File: src/rtl/fpu_pkg.sv
// Shared FPU definitions: converter FSM encoding and the single-precision
// exponent constants used by int32 <-> float conversion.
package fpu_pkg;

  typedef enum logic [1:0] {
    ST_IDLE = 2'd0,
    ST_NORM = 2'd1,
    ST_PACK = 2'd2
  } cvt_state_t;

  localparam logic [7:0]  EXP_BIAS    = 8'd127;
  // Biased exponent of 2^31: first value that no longer fits in int32.
  localparam logic [7:0]  EXP_INT_OVF = 8'd158;
  localparam logic [31:0] INT_MIN     = 32'h8000_0000;
  localparam logic [31:0] INT_MAX     = 32'h7FFF_FFFF;
  localparam logic [31:0] FLT_INT_MIN = 32'hCF00_0000;

endpackage

File: src/rtl/fp_cvt_round.sv
// Round-to-nearest-even for the int->float path: rounds the 23-bit mantissa
// taken from a normalised 32-bit shifter and bumps the exponent on carry-out.
module fp_cvt_round
  import fpu_pkg::*;
(
  input  logic [31:0] i_shift,
  input  logic [7:0]  i_exp,
  output logic [22:0] o_mant,
  output logic [7:0]  o_exp
);

  logic        w_guard;
  logic        w_sticky;
  logic        w_up;
  logic        w_carry;
  logic [22:0] w_sum;

  assign w_guard  = i_shift[7];
  assign w_sticky = |i_shift[6:0];
  // Ties go to even: round up on a tie only when the kept LSB is odd.
  assign w_up     = w_guard & (w_sticky | i_shift[8]);
  assign {w_carry, w_sum} = {1'b0, i_shift[30:8]} + {23'd0, w_up};
  assign o_mant   = w_sum;
  assign o_exp    = i_exp + {7'd0, w_carry};

endmodule

File: src/rtl/fp_cvt.sv
// Iterative int32 <-> IEEE-754 single converter, one shift per cycle.
// Define FP_CVT_ROUND_EN for round-to-nearest-even on int->float.
module fp_cvt
  import fpu_pkg::*;
(
  input  logic        clk,
  input  logic        rst,
  input  logic        start,
  input  logic        dir,
  input  logic [31:0] din,
  output logic        busy,
  output logic        done,
  output logic [31:0] dout,
  output logic        invalid
);

  cvt_state_t  r_state;
  cvt_state_t  w_next;
  logic        r_dir;
  logic        r_sign;
  logic        r_early;
  logic        r_early_inv;
  logic [31:0] r_early_val;
  logic [31:0] r_shift;
  logic [4:0]  r_cnt;
  logic [31:0] r_dout;
  logic        r_inv;

  logic [7:0]  w_e;
  logic [31:0] w_mag;
  logic        w_ovf;
  logic        w_under;
  logic        w_nan;
  logic [31:0] w_sat;
  logic [4:0]  w_tgt;
  logic        w_finish;
  logic [7:0]  w_exp_raw;
  logic [7:0]  w_exp;
  logic [22:0] w_mant;
  logic [31:0] w_result;
  logic        w_res_inv;

  // Operand classification at acceptance.
  assign w_e     = din[30:23];
  assign w_mag   = din[31] ? (~din + 32'd1) : din;
  assign w_ovf   = (w_e == 8'hFF) || ((w_e >= EXP_INT_OVF) && (din != FLT_INT_MIN));
  assign w_under = (w_e < EXP_BIAS);
  assign w_nan   = (w_e == 8'hFF) && (din[22:0] != 23'd0);
  assign w_sat   = (din[31] && !w_nan) ? INT_MIN : INT_MAX;
  assign w_tgt   = 5'(EXP_INT_OVF - w_e);

  // int->float counts shifts up; float->int counts the remaining shifts down.
  assign w_finish  = r_dir ? (r_early || (r_cnt == 5'd0))
                           : (r_shift[31] || (r_shift == 32'd0));
  assign w_exp_raw = EXP_INT_OVF - {3'd0, r_cnt};

`ifdef FP_CVT_ROUND_EN
  fp_cvt_round u_round (
    .i_shift (r_shift),
    .i_exp   (w_exp_raw),
    .o_mant  (w_mant),
    .o_exp   (w_exp)
  );
`else
  assign w_mant = r_shift[30:8];
  assign w_exp  = w_exp_raw;
`endif

  always_comb begin
    w_result  = 32'd0;
    w_res_inv = 1'b0;
    if (r_dir) begin
      if (r_early) begin
        w_result  = r_early_val;
        w_res_inv = r_early_inv;
      end else begin
        w_result  = r_sign ? (~r_shift + 32'd1) : r_shift;
      end
    end else if (r_shift != 32'd0) begin
      w_result = {r_sign, w_exp, w_mant};
    end
  end

  always_comb begin
    w_next = r_state;
    case (r_state)
      ST_IDLE: if (start) w_next = ST_NORM;
      ST_NORM: if (w_finish) w_next = ST_PACK;
      ST_PACK: w_next = ST_IDLE;
      default: w_next = ST_IDLE;
    endcase
  end

  always_ff @(posedge clk) begin
    if (rst) r_state <= ST_IDLE;
    else     r_state <= w_next;
  end

  always_ff @(posedge clk) begin
    if (rst) begin
      r_dir       <= 1'b0;
      r_sign      <= 1'b0;
      r_early     <= 1'b0;
      r_early_inv <= 1'b0;
      r_early_val <= 32'd0;
      r_shift     <= 32'd0;
      r_cnt       <= 5'd0;
      r_dout      <= 32'd0;
      r_inv       <= 1'b0;
    end else begin
      case (r_state)
        ST_IDLE: begin
          if (start) begin
            r_dir  <= dir;
            r_sign <= din[31];
            if (dir) begin
              r_early     <= w_under || w_ovf;
              r_early_inv <= w_ovf;
              r_early_val <= w_ovf ? w_sat : 32'd0;
              r_shift     <= {1'b1, din[22:0], 8'h00};
              r_cnt       <= w_tgt;
            end else begin
              r_early     <= 1'b0;
              r_early_inv <= 1'b0;
              r_early_val <= 32'd0;
              r_shift     <= w_mag;
              r_cnt       <= 5'd0;
            end
          end
        end
        ST_NORM: begin
          if (w_finish) begin
            r_dout <= w_result;
            r_inv  <= w_res_inv;
          end else if (r_dir) begin
            r_shift <= r_shift >> 1;
            r_cnt   <= r_cnt - 5'd1;
          end else begin
            r_shift <= r_shift << 1;
            r_cnt   <= r_cnt + 5'd1;
          end
        end
        default: ;
      endcase
    end
  end

  assign busy    = (r_state == ST_NORM);
  assign done    = (r_state == ST_PACK);
  assign dout    = r_dout;
  assign invalid = r_inv;

endmodule

File: config.mk
export PLATFORM = sky130hd
export DESIGN_NAME = fp_cvt
export DESIGN_NICKNAME = d
export VERILOG_FILES = /design/src/rtl/fpu_pkg.sv /design/src/rtl/fp_cvt_round.sv /design/src/rtl/fp_cvt.sv
export SDC_FILE = /design/constraint.sdc
export NUM_CORES = 1
export LEC_CHECK = 0
export BUFFER_PORTS_ARGS = -buffer_cell sky130_fd_sc_hd__buf_2
export CELL_PAD_IN_SITES_DETAIL_PLACEMENT = 0
export CELL_PAD_IN_SITES_GLOBAL_PLACEMENT = 1
export CORE_MARGIN = 3
export CORE_UTILIZATION = 48
export DETAILED_ROUTE_END_ITERATION = 8
export GPL_ROUTABILITY_DRIVEN = 0
export PLACE_DENSITY = 0.89
export SLEW_MARGIN = 20
export SYNTH_ARGS = -nofsm -noshare
export SYNTH_HDL_FRONTEND = slang
export SYNTH_SLANG_ARGS = --single-unit
File: constraint.sdc
create_clock -name clk -period 5.13 [get_ports clk]
set_clock_uncertainty 0.05 [all_clocks]
set_input_delay 0.2565 -clock clk [delete_from_list [all_inputs] [get_ports clk]]
set_output_delay 0.2565 -clock clk [all_outputs]
set_load 0.01 [all_outputs]
Word level (Yosys, flattened, before mapping)
Index checks and enable logic that the tools add are counted.
{"block": "op_classes", "addsub": 6, "n_lt_le_gt_ge": 2, "eq_ne": 7, "n_mux": 26, "n_bitwise": 2, "reduce_logical": 18}
{"op": "$mux 32", "n": 12}
{"op": "$add 32x1->32 const B", "n": 2}
{"op": "$not 32->32", "n": 2}
{"op": "$pmux 32 s2", "n": 1}
{"op": "$logic_not 32->1", "n": 1}
{"op": "$ne 32x32->1 const B", "n": 1}
{"op": "$reduce_bool 32->1", "n": 1}
{"op": "$reduce_bool 23->1", "n": 1}
{"op": "$mux 5", "n": 4}
{"op": "$pmux 5 s2", "n": 1}
{"op": "$eq 8x8->1 const B", "n": 1}
{"op": "$ge 8x8->1 const B", "n": 1}
{"op": "$lt 8x7->1 const B", "n": 1}
{"op": "$sub 8x5->8 const A", "n": 1}
{"op": "$reduce_and 2->1", "n": 3}
{"op": "$add 5x1->5 const B", "n": 1}
{"op": "$logic_not 5->1", "n": 1}
{"op": "$mux 1", "n": 5}
{"op": "$sub 5x1->5 const B", "n": 1}
{"op": "$sub 5x5->5 const A", "n": 1}
{"op": "$logic_or 1x1->1", "n": 4}
{"op": "$mux 2", "n": 2}
{"op": "$ne 2x2->1 const B", "n": 2}
{"op": "$pmux 2 s2", "n": 1}
{"op": "8 further kinds", "n": 10}
{"block": "word_totals", "regBits": 108, "inputBits": 36, "word_cells": 71}

Longest topological paths before layout
Gate-level depths: netlist of the first run.
{"block": "depth", "depth_word": 7, "ltp_mapped": 10}

Worst setup path after synthesis of the first run
No wires, ideal clock.
{"block": "synth_timing", "kind": "register to register", "from": "register r_shift[4]", "to": "register r_shift[19]", "setup_time_ns": 0.138, "t_arrival_ns": 2.762, "t_required_ns": 4.942, "path_slack_ns": 2.180, "stages_incl_launch_ff": 11, "period_less_slack_ns": 2.950, "cell_sequence": "dfxtp_1 > buf_6 > or4_4 > buf_6 > or4_4 > or3_4 > a221o_1 > buf_2 > buf_2 > nor2_1 > nor3_2"}
{"block": "synth_between", "elab_chain_len": 5}
{"element": "start, declared", "line": "fp_cvt.sv:24", "source": "logic [31:0] r_shift;"}
{"element": "start signal, assigned", "line": "fp_cvt.sv:120", "source": "r_shift <= {1'b1, din[22:0], 8'h00};"}
{"element": "start signal, assigned", "line": "fp_cvt.sv:126", "source": "r_shift <= w_mag;"}
{"element": "start signal, assigned", "line": "fp_cvt.sv:136", "source": "r_shift <= r_shift >> 1;"}
{"element": "$logic_not 32->1", "line": "fp_cvt.sv:54", "source": ": (r_shift[31] || (r_shift == 32'd0));"}
{"element": "$logic_or 1x1->1", "line": "fp_cvt.sv:54"}
{"element": "$mux 1", "line": "fp_cvt.sv:53", "source": "assign w_finish = r_dir ? (r_early || (r_cnt == 5'd0))"}
{"element": "$ne 2x2->1 (no source line)"}
{"element": "$reduce_and 3->1 (no source line)"}
Every way passes these cells.
A chain may end at the register's enable or synchronous reset.

Worst setup path in the final report of the first run
{"block": "layout_timing", "from": "register r_shift[11]", "to": "register r_dout[2], in the netlist dout[2]"}
{"block": "layout_between", "elab_chain_len": 4, "word_cells_on_any_way": 7, "cone_classes": "mux (3); reduce/logical (4)"}
{"element": "$logic_not 32->1", "line": "fp_cvt.sv:54"}
{"element": "$logic_or 1x1->1", "line": "fp_cvt.sv:54"}
{"element": "$mux 1", "line": "fp_cvt.sv:53"}
{"element": "$reduce_and 2->1 (no source line)"}
{"element": "end signal, assigned", "line": "fp_cvt.sv:133", "source": "r_dout <= w_result;"}
{"element": "end, declared", "line": "fp_cvt.sv:26", "source": "logic [31:0] r_dout;"}
Parallel ways exist; a longest one is shown, timed or not.

==> summary.md, run 1 <==
| Metric | Value |
|---|---|
| Switching share of power | `36.6%` |
| Unique masters post-synth | `65` |
| I/O Buffers | `70` |
| Drt first-iter violations | `695` |
| Placeable Area | `12300 um2` |
| Tcrit/Tclk final | `64.6%` |
| Post-Synthesis Cells | `787` |
| Most frequent cells after synthesis | `nor2_1 (87), dfxtp_1 (78), clkbuf_1 (60), nand2_1 (50), xnor2_1 (44)` |
| Die Span Y | `119 um` |
| Rows | `40` |
| Number of enable flip-flop cells after synthesis | `0` |
| CP Capture Type | `flip-flop` |
| Post-synthesis to final-layout area growth | `9.34%` |
| Min-Delay Path Class | `primary input to flip-flop` |
| Worst-path fanout max | `49` |
| Clock sinks | `78` |
| Most frequent cell after synthesis | `nor2_1` |
| Total number of vias | `6308` |
| Skew-Pair Late Insertion Delay | `0.35 ns` |
| Sw Pwr | `0.840 mW` |
| Final net count | `837` |
| CTS Hold Bufs | `0` |
| Critical Path RT | `5.33 ns` |
| Drc violations | `0` |
| DR WL/cell | `19.6 um` |
| Startpoint Class | `flip-flop` |
| Clock power frac | `32.6%` |
| Placement Cell Area | `6390 um2` |
| H-tree depth | `3` |
| Critical path class | `flip-flop to flip-flop` |
| Average size of a mapped cell | `7.83 um2` |
| Initial antenna violation count | `0` |
| Hold Vio Cnt, Final | `0` |
| Die width | `119 um` |
| Largest net degree at the start of global routing | `53` |
| Area leader, netlist | `dfxtp_1` |
| Prevailing post-synth register cell | `dfxtp_1` |
| Final total power | `2.29 mW` |
| Top post-synthesis cells by area | `dfxtp_1 (25%), xnor2_1 (6.3%), nor2_1 (5.3%)` |
| Pint | `1.45 mW` |
| Final wirelength | `18800 um` |
| Non-filler cells, final | `962` |
| First-pass GRT wire length | `30100 um` |
| Synthesis-stage register bit count | `78` |
| Post-CTS Repair Setup Buffers | `0` |
| Dpl ws | `1.88 ns` |
| DP Wirelength | `13300 um` |
| Worst hold margin | `0.288 ns` |
| Ys Warns | `0` |
| Setup slack after layout | `1.81 ns` |
| Number of global-route vias before repair | `5538` |
| Worst slew pin tran | `0.943 ns` |
| Yosys top cell area share | `25.3%` |
| Sequential share of power | `35.0%` |
| DRT antenna net count | `0` |
| CTS tree | `built` |
| Max-cap viol count | `0` |
| Die area | `14200 um2` |
| Setup TNS | `0 ns` |
| Register area share after synthesis | `25.3%` |
| Diode count | `0` |
| Tmin final | `3.32 ns` |
| Total CTS buffers | `9` |
| Ports | `71` |
| Mapped Area | `6160 um2` |
| Initial cell density of the core | `50.3%` |
| Slew Viols, Final | `0` |
| Status | `finished clean` |
| Combinational power share | `32.4%` |
| P_leak | `2.36 nW` |
| Async SR Flop Fraction | `0%` |
| Max Root-Sink Buffers | `2` |
| Syn nets | `835` |
| Final setup violation count | `0` |
| Clk slew on worst S/H paths | `0.06 ns` |
| Placed cell count | `946` |
| P per Cell Area | `340 nW/um2` |
| Relative slew slack | `37.0%` |
| Design area | `6740 um2` |
| Number of gates resized after cts | `0` |
| Worst EP arrival | `3.52 ns` |
| Grt ovf | `0` |
| Root buffer cell | `clkbuf_16` |
| Worst vdd ir | `0.186 mV` |
| First drt pass iteration count | `5` |
| Peak Freq | `302 MHz` |
| Ratio of cells with drive above 1 in the final layout | `18.5%` |
| Tot GR Track Use | `25.8%` |
| Vias per cell | `6.56` |
| RSZ-0062 raised after global routing | `false` |
| Fin util | `55.0%` |
## state kept, by name, summed over array words and instances (netlist names)
| register | cells |
|---|---|
| r_early_inv | 1 |
| invalid | 1 |
| r_sign | 1 |
| dout | 32 |
| r_shift | 32 |
| r_early_val | 2 |
| r_state | 2 |
| r_dir | 1 |
| r_cnt | 5 |
| r_early | 1 |
## placed cells by master, fill, tap and decap left out, types with 4 or more instances in the layout
| master | netlist | layout |
|---|---|---|
| nor2_1 | 87 | 85 |
| dfxtp_1 | 78 | 76 |
| buf_2 | 12 | 70 |
| nand2_1 | 50 | 50 |
| xnor2_1 | 44 | 44 |
| a211oi_1 | 43 | 43 |
| a21oi_1 | 30 | 30 |
| mux2i_1 | 28 | 28 |
| a221oi_1 | 27 | 27 |
| o21ai_0 | 26 | 26 |
| nor3_2 | 22 | 22 |
| nor3_1 | 20 | 20 |
| o41ai_1 | 20 | 20 |
| nand3_1 | 19 | 19 |
| inv_1 | 16 | 16 |
| or4_1 | 15 | 15 |
| nor4_1 | 14 | 14 |
| o31ai_1 | 14 | 14 |
| or3_1 | 13 | 13 |
| ha_1 | 11 | 11 |
| or2_2 | 10 | 10 |
| xor2_1 | 10 | 10 |
| clkbuf_16 | 0 | 9 |
| o22ai_1 | 8 | 8 |
| buf_4 | 0 | 8 |
| nor2b_1 | 7 | 7 |
| a311oi_1 | 7 | 7 |
| a21o_1 | 6 | 6 |
| a31oi_1 | 6 | 6 |
| and3_1 | 5 | 5 |
| o211ai_1 | 5 | 5 |
| o311ai_0 | 5 | 5 |
| mux2_2 | 5 | 5 |
| nand2b_1 | 4 | 4 |
| a22oi_1 | 4 | 4 |
| nor3b_1 | 4 | 4 |
## kinds of logic (layout without fill, tap and decap cells)
family          Yosys count  in the layout  share of synthesized area, %
fa+ha+maj                12             12                          2.56
mux                      33             33                          5.46
buf+inv                 105            112                          7.67
simple gates            285            285                          24.8
xor+xnor                 54             54                          7.67
flops                    78             78                          25.3
compound gates          220            220                          26.5
## power groups by stage
stage	Sequential [mW]	Combinational (mW)	Clock, mW
finish	0.804	0.743	0.747
global route	0.815	0.811	0.780
CTS	0.797	0.729	0.750
detailed placement	0.810	0.725	0
global placement	0.805	0.716	0
floorplan	0.750	0.605	0
## path summary, 6_finish.rpt
kind,slack [ns],end,cells after the start,start
worst min-delay path,0.29,r_cnt[0]$_SDFFE_PP0P_,3,din[23]
worst max register to register,1.81,dout[2]$_SDFFE_PP0P_,6,r_shift[11]$_SDFFE_PP0P_
worst min register to register,0.40,invalid$_SDFFE_PP0P_,2,invalid$_SDFFE_PP0P_
worst max-delay path,1.81,dout[2]$_SDFFE_PP0P_,6,r_shift[11]$_SDFFE_PP0P_
## layer usage
layer / wire length [um] / global-route usage, % / part of all wire [%]
met1: 8740 / 38.5 / 46
met2: 8110 / 37.7 / 43
met3: 1600 / 4.23 / 8.5
met4: 382 / 8.16 / 2.0
met5: 0 / 0 / 0
## critical path, stage by stage, from the launching register on
cell      delay (ns)
dfxtp_1         0.38
or4_1           0.73
or4_4           0.59
o31a_2          0.36
nor2_4          0.72
nor2_1          0.10
a311oi_1        0.27
## cell type report
| cell class | instances | area (um2) |
|---|---|---|
| flip-flops and latches | 78 | 1560 |
| clock inverters | 6 | 109 |
| repair buffers | 78 | 410 |
| inverters | 18 | 67.6 |
| well taps | 168 | 210 |
| multi-input cells | 604 | 4140 |
| fillers | 1170 | 5520 |
| clock buffers | 10 | 239 |
(Power assumes the default switching activity.)
==> inputs of run 2 (changes only) <==
Settings changed: CORE_UTILIZATION 48 to 44, PLACE_DENSITY 0.89 to 0.83.
Clock period 5.13 ns to 3.5 ns, I/O delays scaled along.
==> run 2 against run 1 <==
Die area grew 8.6%. Total power grew 45%. Routed wire length grew 1.8%. Flip-flop and latch count is the same. Register-to-register slack lost 1.5 ns. Combinational power grew 49%. Sequential share of layout area shrank 0.25 points. Clock-buffer cell count is the same. Non-clock buffer count grew 7. Design area grew 1.0%. Worst setup slack lost 1.5 ns.
==> summary.md, run 2 (same netlist as run 1, synthesis figures left out) <==
| Metric | Value |
|---|---|
| Tot GR Track Use | `24.2%` |
| Hold Vio Cnt, Final | `0` |
| Drc violations | `0` |
| Final setup violation count | `0` |
| Critical path class | `flip-flop to flip-flop` |
| Die area | `15500 um2` |
| Final wirelength | `19200 um` |
| RSZ-0062 raised after global routing | `false` |
| Startpoint Class | `flip-flop` |
| Placement Cell Area | `6470 um2` |
| Die Span Y | `124 um` |
| P_leak | `2.39 nW` |
| Initial cell density of the core | `45.8%` |
| M1 GR Usage | `35.9%` |
| Crit path max-delay cell type | `or4_1` |
| Largest net degree at the start of global routing | `50` |
| DR WL/cell | `19.6 um` |
| Clock sinks | `78` |
| First drt pass iteration count | `5` |
| Placeable Area | `13500 um2` |
| Ratio of cells with drive above 1 in the final layout | `19.0%` |
| Met2 global-route usage | `35.4%` |
| CP Cell Sequence | `or4_1 > or4_4 > o31a_2 > or2_2 > nor4_1 > nor3_1` |
| Number of gates resized after cts | `0` |
| Peak Freq | `315 MHz` |
| Root buffer cell | `clkbuf_16` |
| Drt first-iter violations | `595` |
| Slowest cell delay on critical path | `0.72 ns` |
| Diode count | `0` |
| Post-synthesis to final-layout area growth | `10.5%` |
| Worst-path fanout max | `12` |
| CTS tree | `built` |
| Min-Delay Path Class | `primary input to flip-flop` |
| Worst EP arrival | `3.32 ns` |
| GR Util met3 | `3.69%` |
| H-tree depth | `3` |
| Grt ovf | `0` |
| Global route hottest layer | `met1` |
| Critical Path RT | `3.65 ns` |
| Skew-Pair Late Insertion Delay | `0.35 ns` |
| DP Wirelength | `13900 um` |
| Status | `finished clean` |
| Commonest non-fill, non-tap cell in the layout | `nor2_1` |
| First-pass GRT wire length | `31000 um` |
| Tcrit/Tclk final | `90.8%` |
| P per Cell Area | `488 nW/um2` |
| Total CTS buffers | `9` |
| Max Root-Sink Buffers | `2` |
| I/O Buffers | `70` |
| Die width | `124 um` |
| Relative slew slack | `30.4%` |
| CTS Hold Bufs | `0` |
| Setup TNS | `0 ns` |
| Clk slew on worst S/H paths | `0.06 ns` |
| DRT antenna net count | `0` |
| CP Capture Type | `flip-flop` |
| Rows | `42` |
| Final net count | `844` |
| Initial antenna violation count | `0` |
| Max-cap viol count | `0` |
| Design area | `6810 um2` |
| R2r setup slk | `0.32 ns` |
| Vias per cell | `6.30` |
| Slew Viols, Final | `0` |
| Number of global-route vias before repair | `5641` |
| Total number of vias | `6159` |
| Ports | `71` |
| Worst vdd ir | `0.252 mV` |
| Worst path bufs/invs | `0` |
| Worst slew pin tran | `1.04 ns` |
| Post-CTS Repair Setup Buffers | `0` |
| Tmin final | `3.18 ns` |
| CP top delay family | `simple AND/OR/NAND/NOR gates` |
| Most frequent cells in the layout | `nor2_1 (86), dfxtp_1 (77), buf_2 (70), nand2_1 (50), xnor2_1 (44)` |
==> run 2: path summary, 6_finish.rpt <==
check        cells after the start                startpoint                      end
min reg2reg                      2      dout[0]$_SDFFE_PP0P_     dout[0]$_SDFFE_PP0P_
max reg2reg                      6  r_shift[11]$_SDFFE_PP0P_    dout[31]$_SDFFE_PP0P_
max                              6  r_shift[11]$_SDFFE_PP0P_    dout[31]$_SDFFE_PP0P_
min                              4                    din[9]  r_shift[9]$_SDFFE_PP0P_
==> run 2: metal layers <==
layer | part of all wire, % | up-vias | routed length (um)
met2 | 43 | 271 | 8200
met1 | 48 | 2896 | 9150
met5 | 0 | - | 0
met3 | 6.9 | 31 | 1320
met4 | 2.6 | 0 | 501
li1 | - | 2961 | -
==> run 2: layout make-up <==
cell class / count / area [um2]
flip-flops and latches: 78 / 1560
clock buffers: 10 / 239
repair buffers: 85 / 488
fillers: 1362 / 6650
multi-input cells: 604 / 4140
inverters: 18 / 67.6
well taps: 176 / 220
clock inverters: 6 / 93.8
==> run 2: worst reg2reg max path, stage by stage, from the launching register on <==
cell and delay [ns]:
dfxtp_1 0.38, or4_1 0.72, or4_4 0.59, o31a_2 0.35
or2_2 0.40, nor4_1 0.44, nor3_1 0.09
==> run 2: stage by stage <==
| step | std cells | worst slack [ns] | hold slack [ns] | utilization (%) | total power, mW |
|---|---|---|---|---|---|
| after floorplan | 787 | 0.550 | 0.315 | - | 1.98 |
| after detailed placement | 961 | 0.381 | 0.402 | 48.1 | 2.28 |
| final | 977 | 0.322 | 0.219 | 50.6 | 3.32 |
| after global placement | 961 | 0.461 | 0.394 | 48.1 | 2.25 |
| after CTS | 977 | 0.366 | 0.196 | 50.6 | 3.32 |
| after global routing | 977 | 0.242 | 0.221 | 50.6 | 3.50 |
==> run 2: report_power, final <==
part           switching, mW  leakage (nW)  internal, mW  total (mW)
clock network          0.393         0.159         0.649        1.04
registers              0.182         0.640         0.995        1.18
logic                  0.666          1.59         0.440        1.11
